File: src/rtl/sb_pkg.sv
// Shared types and helpers for the dm_store_buffer slice.
// The entry word field is sized for AW up to 32.
package sb_pkg;
    localparam int BYTES  = 4;
    localparam int WORD_W = 30;

    typedef struct packed {
        logic [WORD_W-1:0] word;
        logic [31:0]       data;
        logic [BYTES-1:0]  byteen;
        logic [31:0]       pc;
    } sb_entry_t;

    function automatic logic [31:0] merge_bytes(input logic [31:0]      old_word,
                                                input logic [31:0]      new_word,
                                                input logic [BYTES-1:0] byteen);
        logic [31:0] r;
        r = old_word;
        for (int unsigned b = 0; b < BYTES; b++) begin
            if (byteen[b]) r[8*b +: 8] = new_word[8*b +: 8];
        end
        return r;
    endfunction
endpackage

File: src/rtl/sb_fwd_merge.sv
// Oldest-to-youngest scan of the valid store-buffer entries.
// Produces the byte-merged load word and a word-address hit flag.
module sb_fwd_merge
    import sb_pkg::*;
#(
    parameter int DEPTH = 4,
    parameter int PW    = $clog2(DEPTH)
) (
    input  logic [DEPTH-1:0][WORD_W-1:0] words,
    input  logic [DEPTH-1:0][31:0]       datas,
    input  logic [DEPTH-1:0][BYTES-1:0]  byteens,
    input  logic [PW-1:0]                head,
    input  logic [PW:0]                  count,
    input  logic [WORD_W-1:0]            word,
    input  logic [31:0]                  base,
    output logic [31:0]                  merged,
    output logic                         hit
);
    logic [PW-1:0] merge_idx;
    logic [PW-1:0] hit_idx;

    // Kept separate from the hit scan: base depends on hit through the port mux.
    always_comb begin
        merged    = base;
        merge_idx = '0;
        for (int unsigned i = 0; i < DEPTH; i++) begin
            merge_idx = head + PW'(i);
            if ((PW+1)'(i) < count && words[merge_idx] == word)
                merged = merge_bytes(merged, datas[merge_idx], byteens[merge_idx]);
        end
    end

    always_comb begin
        hit     = 1'b0;
        hit_idx = '0;
        for (int unsigned i = 0; i < DEPTH; i++) begin
            hit_idx = head + PW'(i);
            if ((PW+1)'(i) < count && words[hit_idx] == word)
                hit = 1'b1;
        end
    end
endmodule

File: src/rtl/dm_store_buffer.sv
// Store buffer between the CPU data port and word-addressed data memory.
// Define SB_FORWARD_EN for byte-merge forwarding; otherwise matching loads stall until drained.
module dm_store_buffer
    import sb_pkg::*;
#(
    parameter int DEPTH = 4,
    parameter int AW    = 32
) (
    input  logic          clk,
    input  logic          reset,
    input  logic          cpu_st_valid,
    output logic          cpu_st_ready,
    input  logic [AW-1:0] cpu_addr,
    input  logic [31:0]   cpu_wdata,
    input  logic [3:0]    cpu_byteen,
    input  logic [31:0]   cpu_inst_addr,
    input  logic          cpu_ld,
    output logic          cpu_ld_ready,
    output logic [31:0]   cpu_rdata,
    output logic [AW-1:0] m_data_addr,
    output logic [31:0]   m_data_wdata,
    output logic [3:0]    m_data_byteen,
    input  logic [31:0]   m_data_rdata,
    output logic [31:0]   m_inst_addr,
    output logic          sb_empty
);
    localparam int PW = $clog2(DEPTH);

    sb_entry_t [DEPTH-1:0]         entries;
    logic [DEPTH-1:0][WORD_W-1:0]  words;
    logic [DEPTH-1:0][31:0]        datas;
    logic [DEPTH-1:0][BYTES-1:0]   byteens;
    logic [PW-1:0]                 head;
    logic [PW-1:0]                 tail;
    logic [PW:0]                   count;
    logic [WORD_W-1:0]             ld_word;
    sb_entry_t                     head_e;
    logic [31:0]                   merged;
    logic                          hit;
    logic                          ld_block;
    logic                          enq;
    logic                          wr;
    logic                          drain;
    logic                          unused_bits;

    assign ld_word      = WORD_W'(cpu_addr[AW-1:2]);
    assign head_e       = entries[head];
    assign cpu_st_ready = count < (PW+1)'(DEPTH);
    assign sb_empty     = count == '0;
    assign enq          = cpu_st_valid && cpu_st_ready;
    assign wr           = enq && (cpu_byteen != '0);
    assign drain        = (count != '0) && (!cpu_ld || ld_block);

    always_comb begin
        words   = '0;
        datas   = '0;
        byteens = '0;
        for (int unsigned i = 0; i < DEPTH; i++) begin
            words[i]   = entries[i].word;
            datas[i]   = entries[i].data;
            byteens[i] = entries[i].byteen;
        end
    end

    sb_fwd_merge #(.DEPTH(DEPTH), .PW(PW)) u_fwd_merge (
        .words   (words),
        .datas   (datas),
        .byteens (byteens),
        .head    (head),
        .count   (count),
        .word    (ld_word),
        .base    (m_data_rdata),
        .merged  (merged),
        .hit     (hit)
    );

`ifdef SB_FORWARD_EN
    assign ld_block     = 1'b0;
    assign cpu_ld_ready = 1'b1;
    assign cpu_rdata    = merged;
    assign unused_bits  = ^{cpu_addr[1:0], hit};
`else
    // A matching load gives up the port so the head keeps draining until the hit clears.
    assign ld_block     = cpu_ld && hit;
    assign cpu_ld_ready = !hit;
    assign cpu_rdata    = m_data_rdata;
    assign unused_bits  = ^{cpu_addr[1:0], merged};
`endif

    always_comb begin
        m_data_addr   = '0;
        m_data_wdata  = '0;
        m_data_byteen = '0;
        m_inst_addr   = '0;
        if (cpu_ld && !ld_block) begin
            m_data_addr = {cpu_addr[AW-1:2], 2'b00};
        end else if (drain) begin
            m_data_addr   = {head_e.word[AW-3:0], 2'b00};
            m_data_wdata  = head_e.data;
            m_data_byteen = head_e.byteen;
            m_inst_addr   = head_e.pc;
        end
    end

    always_ff @(posedge clk or negedge reset) begin
        if (!reset) begin
            head  <= '0;
            tail  <= '0;
            count <= '0;
        end else begin
            if (wr)    tail <= tail + PW'(1);
            if (drain) head <= head + PW'(1);
            count <= count + (PW+1)'(wr) - (PW+1)'(drain);
        end
    end

    always_ff @(posedge clk) begin
        if (wr) entries[tail] <= '{word: ld_word, data: cpu_wdata, byteen: cpu_byteen, pc: cpu_inst_addr};
    end
endmodule

File: config.mk
export PLATFORM = sky130hd
export DESIGN_NAME = dm_store_buffer
export DESIGN_NICKNAME = d
export VERILOG_FILES = /design/src/rtl/sb_pkg.sv /design/src/rtl/sb_fwd_merge.sv /design/src/rtl/dm_store_buffer.sv
export SDC_FILE = /design/constraint.sdc
export NUM_CORES = 1
export LEC_CHECK = 0
export ABC_AREA = 1
export BUFFER_PORTS_ARGS = -buffer_cell sky130_fd_sc_hd__buf_4
export CAP_MARGIN = 20
export CORE_AREA = 4 4 147 255
export DETAILED_ROUTE_END_ITERATION = 7
export DIE_AREA = 0 0 151 259
export PLACE_DENSITY = 0.79
export SKIP_LAST_GASP = 1
export SLEW_MARGIN = 20
export SYNTH_ARGS = -nofsm -noshare
export SYNTH_HDL_FRONTEND = slang
export SYNTH_SLANG_ARGS = --single-unit
File: constraint.sdc
create_clock -name clk -period 6.22 [get_ports clk]
set_input_delay 0 -clock clk [delete_from_list [all_inputs] [get_ports clk]]
set_output_delay 0 -clock clk [all_outputs]
set_load 0.02 [all_outputs]
==> results.md <==
* Result of the run: completed
* Clock sink count at 399
* Final WL at 59700 um
* Highest clock frequency the design can meet at 195 MHz
* Peak supply drop at 392 uV
* Setup skew after layout at 0.0129 ns
* Total congestion overflow after global routing at 0
* Most common cell after layout, fill and taps aside: nand2_1
* Met2 usage at 0.515
* Count of cells along the worst register-to-register path at 21
* Number of cells on the worst hold path at 0
* Initial antenna violation count at 2
* Post-synthesis register bit count at 399
* Inserted Clock Buffers at 37
* Most numerous cell on the critical path: nand2_1
* Port buffer count at 202
* Final core utilization at 0.681
* Vias in the first global route at 17700
* Number of I/O pins at 271
* Critical-path top delay cell: dfrtp_4
* Final weighted congestion in routability-driven placement at 0.960
* Highest-count cells in the layout ignoring fill and taps: 995 x nand2_1, 392 x edfxtp_1, 234 x nand3_1
* Netlist area before placement at 20300 um2
* Setup slack at placement at 1.47 ns
* Family with the most delay on the worst path: simple AND/OR/NAND/NOR gates
* Average wire per cell in the routed design at 20.0 um
* Overall global routing resource usage at 0.302
* Met1 usage in global routing at 0.329
* Half-perimeter wire length of the detailed placement result at 36300 um
* Cell breakdown of the critical path: nand2_1 -> nand2_2 -> buf_4 -> nand2_1 -> nand2_1 -> nand2_1 -> nand2_1 -> nor2_1 -> nand2_1 -> nor2_1 -> nand2_1 -> nor2_1 -> nor2_2 -> nand3_2 -> nand2_4 -> buf_4 -> nor2_1 -> buf_4
* Post-synthesis sequential area ratio at 0.588
* Worst Path Arrival at 5.14 ns
* GR Layer Usage met3 at 0.0564
* Crit Path Class: register to output pin
* Final count of negative-setup-slack endpoints at 0
* Period utilisation layout at 0.826
* Number of cells produced by synthesis at 2277
* Final setup TNS at 0 ns
* Number of library cell types mapped by synthesis at 32
* Syn avg cell area at 8.92 um2
* Reg-to-reg critical path endpoint: count[2]
* Worst-case clock buffer depth at 3
* Register-to-register setup slack at 1.45 ns
* Count of standard-cell rows at 91
* Initial Utilization at 0.576
* Slew HR at 0.293
* Share of final-layout standard cells stronger than drive strength 1 at 0.115
* Power density over the cells at 464 nW/um2
* Worst hold start: m_data_rdata[15]
* Layout fillers at 2673
* Yosys synthesis warning count at 0
* Per-cell via count in the routed design at 5.85
* Max Cap Violations at 0
* Biggest fanout along the worst timing path at 72
* H-tree Lvls at 2
* Crit path largest cell delay at 0.99 ns
* Net count, final at 2637
* Insertion delay to the later sink of the worst-skew pair at 0.54 ns
* End point of the worst hold path: cpu_rdata[15]
* Final design area excluding fillers at 24000 um2
* Number of nets with antenna violations after detailed routing at 0
* Busiest layer in global routing: met2
* Starting DRT DRC Count at 1269
* Pin slew with the least headroom to its limit at 1.06 ns
* Placed cell areas at 21900 um2
* Max-slew violation count at 0
* Initial DRT Pass Iterations at 6
* Endpoint kind of the worst setup timing path: output pin
* Leakage power figure at 10.3 nW
* Final-report hold violation count at 0
* Setup slack after layout at 1.08 ns
* Type of the most critical hold path: input port to output pin
* Required time of the worst setup path at 6.22 ns
* Number of design rule violations left after detail routing at 0
* Type of element launching the critical path: register
* R2r startpoint: head[1]
* Die outline height at 259 um
* Overall die area at 39100 um2
* Total vias in the final route at 17400
* Count of buffer and inverter cells on the critical path at 3
* Maximum number of pins on one net before global-route repair at 92
* Placeable core region at 35300 um2
* Clock Pin Slew Worst Setup and Hold Paths at 0.06 ns
* TritonCTS clock tree: built
* Clock period minus final worst setup slack at 5.14 ns
* Die outline width at 151 um
* Cell at the root of the clock tree: clkbuf_16
* First-pass GRT wire length at 91600 um
* Unrepaired setup endpoints after global routing: no
* Area overhead of the layout relative to synthesis at 18.2%
==> metal layers <==
metal	wire [um]	up-vias
li1	-	8094
met3	4650	267
met1	20200	8183
met5	0	-
met2	30000	905
met4	4820	0
==> logic make-up after synthesis <==
group | after synthesis | share of synthesized area
buf+inv | 248 | 0.0583
compound gates | 163 | 0.0527
xor+xnor | 6 | 0.00259
flops | 399 | 0.588
other cells | 1 | 0.000185
fa+ha+maj | 9 | 0.00591
simple gates | 1451 | 0.292
==> area by class of cell <==
cell class	count	area [um2]	area share
sequential	399	12000	0.498
multi-input combinational	1631	7230	0.301
timing repair buffer	325	2730	0.114
clock buffer	45	956	0.0398
tap	465	582	0.0242
inverter	98	374	0.0156
clock inverter	20	200	0.00833
antenna	2	5.00	0.000208
==> how the worst max path moves through the flow <==
| stage | from | end | slack (ns) | depth (start not counted) |
|---|---|---|---|---|
| floorplan | count[2] | byteens[0] | 0.69 | 3 |
| global placement | head[1] | count[2] | 1.55 | 21 |
| detailed placement | head[1] | count[2] | 1.47 | 21 |
| CTS | head[1] | m_inst_addr[29] | 1.07 | 18 |
| global route | head[1] | m_inst_addr[29] | 0.77 | 17 |
| finish | head[1] | m_inst_addr[29] | 1.08 | 18 |
==> power by group <==
group	switching, W	internal [W]	total [W]	leakage [nW]
Sequential	0.000248	0.00335	0.00360	3.64
Clock	0.000992	0.00120	0.00219	0.559
Combinational	0.00368	0.00167	0.00535	6.06
==> worst reg2reg max path, stage by stage, from the launching register on <==
cell     delay, ns
dfrtp_4       0.99
nand2_1       0.28
nand2_2       0.60
buf_4         0.49
nand2_1       0.14
nand3_1       0.12
nand2_1       0.06
nor2_1        0.10
nand2_1       0.06
nor2_1        0.26
nand2_1       0.09
nor2_1        0.15
nor2_2        0.07
nand3_2       0.10
nand2_4       0.05
inv_1         0.07
ha_1          0.21
inv_1         0.05
ha_1          0.12
inv_1         0.05
fa_1          0.41
xor2_1        0.17
==> flip-flops by register name (all words and copies together) (netlist names) <==
| register | flops |
|---|---|
| count | 3 |
| tail | 2 |
| head | 2 |
| entries | 248 |
| datas | 128 |
| byteens | 16 |
==> Yosys cell counts <==
| cell type | instances | area share |
|---|---|---|
| fa_1 | 1 | 0.00099 |
| nand3b_1 | 25 | 0.0092 |
| inv_2 | 2 | 0.00037 |
| or2_2 | 1 | 0.00031 |
| nand4_1 | 30 | 0.0092 |
| a21oi_1 | 73 | 0.018 |
| nand3_2 | 1 | 0.00049 |
| conb_1 | 1 | 0.00018 |
| nand2_1 | 997 | 0.18 |
| a221oi_1 | 68 | 0.029 |
| clkinv_1 | 1 | 0.00018 |
| nand2_4 | 1 | 0.00055 |
| o21ai_0 | 15 | 0.0037 |
| inv_1 | 94 | 0.017 |
| clkbuf_1 | 45 | 0.0083 |
| or4_1 | 1 | 0.00037 |
| nor2_2 | 2 | 0.00062 |
| xor2_1 | 6 | 0.0026 |
| nor2_1 | 156 | 0.029 |
| buf_1 | 12 | 0.0022 |
| nor4_1 | 1 | 0.00031 |
| edfxtp_1 | 392 | 0.58 |
| o21ai_1 | 7 | 0.0017 |
| buf_6 | 1 | 0.00055 |
| buf_4 | 51 | 0.019 |
| nand3_1 | 234 | 0.058 |
| inv_4 | 1 | 0.00031 |
| ha_1 | 8 | 0.0049 |
| and2_1 | 1 | 0.00031 |
| nor3_1 | 1 | 0.00025 |
| dfrtp_1 | 7 | 0.0086 |
| buf_2 | 41 | 0.010 |
==> through the flow <==
step	total power, W	cells	hold slack (ns)
3_5_place_dp	0.00885	2818	-0.180
4_1_cts	0.0111	2983	0.000137
6_report	0.0111	2985	0.00000560
3_3_place_gp	0.00872	2818	-0.180
5_1_grt	0.0118	2985	0.0000551
2_1_floorplan	0.00725	2278	-0.296
==> repair_timing <==
item,in CTS,in global routing
endpoints found under the hold margin,399,0
resized for setup,0,0
setup buffers,0,0
hold buffers,100,0
No activity file was read; power rests on OpenSTA's default activity.
